`src/rtl/pim_burst_dma.sv`:
```
// Burst DMA engine between system memory and the PIM macro. Words move through a BURST_LEN-deep buffer.
// Define PIM_DMA_IRQ_EN to add the sticky o_irq flag and its i_irq_clr input.
module pim_burst_dma #(
  parameter int AW        = 32,
  parameter int DW        = 32,
  parameter int CNT_W     = 13,
  parameter int SEL_W     = 4,
  parameter int BURST_LEN = 4,
  parameter logic [AW-1:0] PIM_CTRL         = 32'h4000_0010,
  parameter logic [AW-1:0] PIM_R            = 32'h4000_0020,
  parameter logic [AW-1:0] PIM_W_WEIGHT     = 32'h4000_0040,
  parameter logic [AW-1:0] PIM_W_ACTIVATION = 32'h4000_0080
) (
  input  logic             i_clk,
  input  logic             i_rst_n,
  input  logic             i_dma_en,
  input  logic [2:0]       i_funct3,
  input  logic [SEL_W-1:0] i_sel_pim,
  input  logic [CNT_W-1:0] i_size,
  input  logic [AW-1:0]    i_mem_addr,
  output logic             o_bus_req,
  input  logic             i_bus_gnt,
  output logic [AW-1:0]    o_dma_addr,
  output logic             o_dma_write,
  output logic             o_dma_read,
  output logic [DW/8-1:0]  o_dma_size,
  output logic [DW-1:0]    o_dma_wr_data,
  input  logic [DW-1:0]    i_dma_rd_data,
  output logic             o_dma_busy,
  output logic             o_dma_done,
  output logic             o_dma_err
`ifdef PIM_DMA_IRQ_EN
  ,
  output logic             o_irq,
  input  logic             i_irq_clr
`endif
);

  localparam int BYTES = DW / 8;
  localparam int BW    = $clog2(BURST_LEN + 1);
  localparam int IW    = (BURST_LEN > 1) ? $clog2(BURST_LEN) : 1;

  localparam logic [2:0] S_IDLE = 3'd0;
  localparam logic [2:0] S_POLL = 3'd1;
  localparam logic [2:0] S_RD   = 3'd2;
  localparam logic [2:0] S_WR   = 3'd3;
  localparam logic [2:0] S_DONE = 3'd4;
  localparam logic [2:0] S_ERR  = 3'd5;

  localparam logic [2:0] F_WEIGHT = 3'b001;
  localparam logic [2:0] F_ACT    = 3'b010;
  localparam logic [2:0] F_LOAD   = 3'b100;

  logic [2:0]       r_state;
  logic [2:0]       r_funct3;
  logic [SEL_W-1:0] r_sel;
  logic [CNT_W-1:0] r_remaining;
  logic [AW-1:0]    r_mem_addr;
  logic [BW-1:0]    r_burst;
  logic [BW-1:0]    r_rd_idx;
  logic [BW-1:0]    r_wr_idx;
  logic [DW-1:0]    r_buf [BURST_LEN];

  logic             w_load;
  logic             w_start_ok;
  logic             w_poll_ok;
  logic             w_rd_last;
  logic             w_wr_last;
  logic [AW-1:0]    w_pim_waddr;
  logic [BW-1:0]    w_burst_next;
  logic [CNT_W-1:0] w_rem_next;

  assign w_load       = (r_funct3 == F_LOAD);
  assign w_start_ok   = (i_size != '0) &&
                        ((i_funct3 == F_WEIGHT) || (i_funct3 == F_ACT) || (i_funct3 == F_LOAD));
  assign w_poll_ok    = !i_dma_rd_data[0] && (!w_load || i_dma_rd_data[1]);
  assign w_rd_last    = (r_rd_idx == (r_burst - BW'(1)));
  assign w_wr_last    = (r_wr_idx == (r_burst - BW'(1)));
  assign w_pim_waddr  = ((r_funct3 == F_WEIGHT) ? PIM_W_WEIGHT : PIM_W_ACTIVATION) | AW'(r_sel);
  assign w_burst_next = (r_remaining >= CNT_W'(BURST_LEN)) ? BW'(BURST_LEN) : BW'(r_remaining);
  assign w_rem_next   = r_remaining - CNT_W'(r_burst);

  always_ff @(posedge i_clk or negedge i_rst_n) begin
    if (!i_rst_n) begin
      r_state     <= S_IDLE;
      r_funct3    <= '0;
      r_sel       <= '0;
      r_remaining <= '0;
      r_mem_addr  <= '0;
      r_burst     <= '0;
      r_rd_idx    <= '0;
      r_wr_idx    <= '0;
    end else begin
      case (r_state)
        S_IDLE: begin
          if (i_dma_en) begin
            r_funct3    <= i_funct3;
            r_sel       <= i_sel_pim;
            r_remaining <= i_size;
            r_mem_addr  <= i_mem_addr;
            r_state     <= w_start_ok ? S_POLL : S_ERR;
          end
        end
        S_POLL: begin
          if (i_bus_gnt && w_poll_ok) begin
            r_burst  <= w_burst_next;
            r_rd_idx <= '0;
            r_state  <= S_RD;
          end
        end
        S_RD: begin
          if (i_bus_gnt) begin
            if (!w_load) r_mem_addr <= r_mem_addr + AW'(BYTES);
            if (w_rd_last) begin
              r_rd_idx <= '0;
              r_wr_idx <= '0;
              r_state  <= S_WR;
            end else begin
              r_rd_idx <= r_rd_idx + BW'(1);
            end
          end
        end
        S_WR: begin
          if (i_bus_gnt) begin
            if (w_load) r_mem_addr <= r_mem_addr + AW'(BYTES);
            if (w_wr_last) begin
              r_wr_idx    <= '0;
              r_remaining <= w_rem_next;
              r_state     <= (w_rem_next == '0) ? S_DONE : S_POLL;
            end else begin
              r_wr_idx <= r_wr_idx + BW'(1);
            end
          end
        end
        S_DONE:  r_state <= S_IDLE;
        S_ERR:   r_state <= S_IDLE;
        default: r_state <= S_IDLE;
      endcase
    end
  end

  // Buffer is pure storage; its contents are only ever observed after being refilled by RD.
  always_ff @(posedge i_clk) begin
    if (r_state == S_RD && i_bus_gnt) r_buf[r_rd_idx[IW-1:0]] <= i_dma_rd_data;
  end

  always_comb begin
    o_bus_req     = (r_state == S_POLL) || (r_state == S_RD) || (r_state == S_WR);
    o_dma_busy    = o_bus_req || (r_state == S_DONE);
    o_dma_done    = (r_state == S_DONE);
    o_dma_err     = (r_state == S_ERR);
    o_dma_addr    = '0;
    o_dma_read    = 1'b0;
    o_dma_write   = 1'b0;
    o_dma_size    = '0;
    o_dma_wr_data = '0;
    if (i_bus_gnt) begin
      case (r_state)
        S_POLL: begin
          o_dma_addr = PIM_CTRL;
          o_dma_read = 1'b1;
          o_dma_size = '1;
        end
        S_RD: begin
          o_dma_addr = w_load ? PIM_R : r_mem_addr;
          o_dma_read = 1'b1;
          o_dma_size = '1;
        end
        S_WR: begin
          o_dma_addr    = w_load ? r_mem_addr : w_pim_waddr;
          o_dma_write   = 1'b1;
          o_dma_size    = '1;
          o_dma_wr_data = r_buf[r_wr_idx[IW-1:0]];
        end
        default: ;
      endcase
    end
  end

`ifdef PIM_DMA_IRQ_EN
  logic r_irq;

  always_ff @(posedge i_clk or negedge i_rst_n) begin
    if (!i_rst_n)                                  r_irq <= 1'b0;
    else if (r_state == S_DONE || r_state == S_ERR) r_irq <= 1'b1;
    else if (i_irq_clr)                            r_irq <= 1'b0;
  end

  assign o_irq = r_irq;
`endif

endmodule

```
`config.mk`:
```
export PLATFORM = sky130hd
export DESIGN_NAME = pim_burst_dma
export DESIGN_NICKNAME = d
export VERILOG_FILES = /design/src/rtl/pim_burst_dma.sv
export SDC_FILE = /design/constraint.sdc
export NUM_CORES = 1
export LEC_CHECK = 0
export CORE_MARGIN = 3
export CORE_UTILIZATION = 45
export DETAILED_ROUTE_END_ITERATION = 6
export GPL_TIMING_DRIVEN = 0
export HOLD_SLACK_MARGIN = 0.05
export PLACE_DENSITY = 0.7
export SYNTH_ARGS = -nofsm -noshare
export SYNTH_HDL_FRONTEND = slang
export SYNTH_SLANG_ARGS = --single-unit
```
`constraint.sdc`:
```
create_clock -name i_clk -period 12.1 [get_ports i_clk]
set_clock_uncertainty 0.15 [all_clocks]
set_input_delay 1.21 -clock i_clk [delete_from_list [all_inputs] [get_ports i_clk]]
set_output_delay 1.21 -clock i_clk [all_outputs]
set_load 0.05 [all_outputs]
```
==> results.json <==
{
  "outcome": "finished clean",
  "regArea_um2": 5450,
  "grt.overflow.total": 0,
  "peakVddDrop_v": 0.000120,
  "max_freq_mhz": 196,
  "viasPerCell": 5.69,
  "worstMarginPinSlew_ns": 0.965,
  "max_cap_viol_count": 0,
  "grt_start_max_net_pins": 65,
  "p_total_mw": 2.66,
  "dr.pass1.iters": 5,
  "clkTransAtPathRegs_ns": 0.08,
  "hpwlAfterDp_um": 17300,
  "synth_top_area_cell": "edfxtp_1",
  "ys_top_cells_by_area": "edfxtp_1 (41%), dfrtp_1 (17%), mux4_2 (7.8%), nand2_1 (3.9%), and3_1 (2.6%)",
  "ctsResizeCount": 0,
  "synthArstFlopShare": 0.333,
  "critPathCaptureType": "primary output",
  "fin_crit_ns": 5.10,
  "ys_seq_area_frac": 0.586,
  "switching_power_mw": 1.11,
  "rsz0062_at_grt": "no",
  "synth_cell_type_count": 67,
  "ant_nets": 0,
  "synth_edf_count": 128,
  "synth_nets": 866,
  "cts_hold_buf": 0,
  "pwr-share-seq": 0.348,
  "ys_ff_latch": 192,
  "io_buffer_count": 160,
  "total_leakage_power_nw": 4.38,
  "p_int_mw": 1.55,
  "cts.sinks": 192,
  "htree_levels": 4,
  "crit_fanout": 10,
  "synth_top_area_frac": 0.414,
  "fp.dieW_um": 150,
  "max_slew_margin": 0.354,
  "syn_avg_cell_area_um2": 12.1,
  "ios": 162,
  "wl_um": 24300,
  "p_per_area_nw_per_um2": 221,
  "final-setup-viol-count": 0,
  "required_ns": 10.74,
  "die-area_um2": 22400,
  "cts_setup_buffers": 0,
  "nets": 1058,
  "critPathKind": "input port to primary output",
  "place_congestion": 0.904,
  "swShare": 0.417,
  "grt_pass1_vias": 7186,
  "drv_slew": 0,
  "num_vias": 7038,
  "drive_above_1_share": 0.118,
  "num_antenna_cells": 0,
  "setup_tns_ns": 0,
  "cts_tree": "done",
  "route.detailed.drc": 0,
  "ys_warn_count": 0,
  "fillers": 1595,
  "grt_pass1_wl_um": 38600,
  "cts-root-buf": "clkbuf_16",
  "worst_setup_path_start_kind": "input port",
  "yosys_most_used_dff": "edfxtp_1",
  "cts.path.max_buffers": 2,
  "cp.arrival_ns": 3.74,
  "drt_iter0_markers": 410,
  "p_comb_frac": 0.430,
  "netlist_area_um2": 9290,
  "die_y_um": 150,
  "core_um2": 19800,
  "grtUsageTotal": 0.223,
  "post-route-period-util": 0.421,
  "multi_input_area_um2": 3580,
  "hold_class": "register to register",
  "wire_per_inst_um": 19.6,
  "whs_ns": 0.329,
  "start_util": 0.468,
  "hold_viol": 0,
  "clk_latency_ns": 0.44,
  "p_clk_frac": 0.222,
  "antenna_found_initial": 0,
  "syn_to_final_growth_pct": 29.5,
  "synthCells": 767,
  "fp-row-count": 51,
  "cts-buffers-inserted": 17
}
## area by class of cell
cell class,instances,share of cell area
multi-input cells,510,0.297
inverters,14,0.00437
repair buffers,173,0.145
clock inverters,15,0.0175
well taps,265,0.0276
clock buffers,17,0.0354
flip-flops and latches,192,0.453
plain buffers,51,0.0195
## logic make-up after synthesis
group | after synthesis | share of synthesized area
buf+inv | 65 | 0.0308
fa+ha+maj | 11 | 0.0156
mux | 34 | 0.0799
xor+xnor | 17 | 0.0175
flops | 192 | 0.586
simple gates | 289 | 0.163
compound gates | 159 | 0.107
## power groups by stage
| stage | combinational, mW | clock, mW | sequential [mW] |
|---|---|---|---|
| final | 1.14 | 0.592 | 0.925 |
| after CTS | 1.14 | 0.599 | 0.922 |
| after global routing | 1.24 | 0.627 | 0.942 |
| after global placement | 1.11 | 0 | 0.935 |
| after detailed placement | 1.13 | 0 | 0.934 |
| after floorplan | 0.806 | 0 | 0.904 |
## flip-flops by register name (all words and copies together), names as in the netlist
name / cells
r_mem_addr: 32
r_rd_idx: 3
r_sel: 4
r_funct3: 3
r_buf: 128
r_remaining: 13
r_wr_idx: 3
r_state: 3
r_burst: 3
## layer usage
layer  global-route usage  routed length [µm]  vias to the layer above
met2                0.366               12100                      274
met4               0.0636                 497                        0
li1                     -                   -                     3292
met3               0.0515                1570                       37
met5                    0                   0                        -
met1                0.299               10100                     3435
## placed cells by master, fill, tap and decap left out, types with 11 or more instances in the layout
| master | count |
|---|---|
| nand3_1 | 17 |
| nor3_1 | 15 |
| a21oi_1 | 46 |
| mux4_2 | 32 |
| and2_1 | 22 |
| clkbuf_1 | 26 |
| clkbuf_16 | 17 |
| nor2_1 | 42 |
| buf_2 | 16 |
| edfxtp_1 | 128 |
| and3_1 | 38 |
| clkdlybuf4s50_1 | 159 |
| xor2_1 | 11 |
| dfrtp_1 | 64 |
| o21ai_0 | 40 |
| buf_6 | 13 |
| inv_1 | 14 |
| nand2_1 | 96 |
## path summary, 6_finish.rpt
kind	start	to	slack [ns]	cells past startpoint
setup / recovery	i_bus_gnt	o_dma_addr[29]	7.00	7
hold / removal	r_sel[0]$_DFFE_PN0P_	r_sel[0]$_DFFE_PN0P_	0.33	2
setup reg to reg	r_state[1]$_DFFE_PN0P_	r_buf[1][28]$_DFFE_PP_	9.20	7
hold reg to reg	r_sel[0]$_DFFE_PN0P_	r_sel[0]$_DFFE_PN0P_	0.33	2
max in group asynchronous	i_rst_n	r_funct3[0]$_DFFE_PN0P_	10.50	1
min in group asynchronous	i_rst_n	r_remaining[8]$_DFFE_PN0P_	0.70	1
## metrics by stage
stage               instances  instance area [µm²]  worst slack (ns)   util
finish                   1237                12000              7.00  0.606
global route             1237                12000              6.83  0.606
CTS                      1237                12000              7.02  0.606
detailed placement       1205                11400              7.03  0.574
global placement         1192                11200              5.09  0.565
floorplan                 767                 9290              7.26      -
## worst max-delay path, stage by stage
cell,delay [ns]
clkbuf_1,0.33
nand2_1,0.31
nor2_1,0.28
buf_2,0.30
clkbuf_1,0.31
and2_1,0.19
clkdlybuf4s50_1,0.80
## cells in the mapped netlist, types with 7 or more instances
library cell  count
buf_2            16
nand3_1          17
nor2_1           42
a31oi_1           8
edfxtp_1        128
nand2_1          96
ha_1             10
and3_1           38
and2_1           22
a21oi_1          46
o22ai_1          10
inv_1            14
or3_1             7
nand4_1           8
mux4_2           32
nor4_1            8
xor2_1           11
dfrtp_1          64
nor3_1           15
a211oi_1          7
o21ai_0          40
clkbuf_1         26
Power figures use the tool's default switching activity.
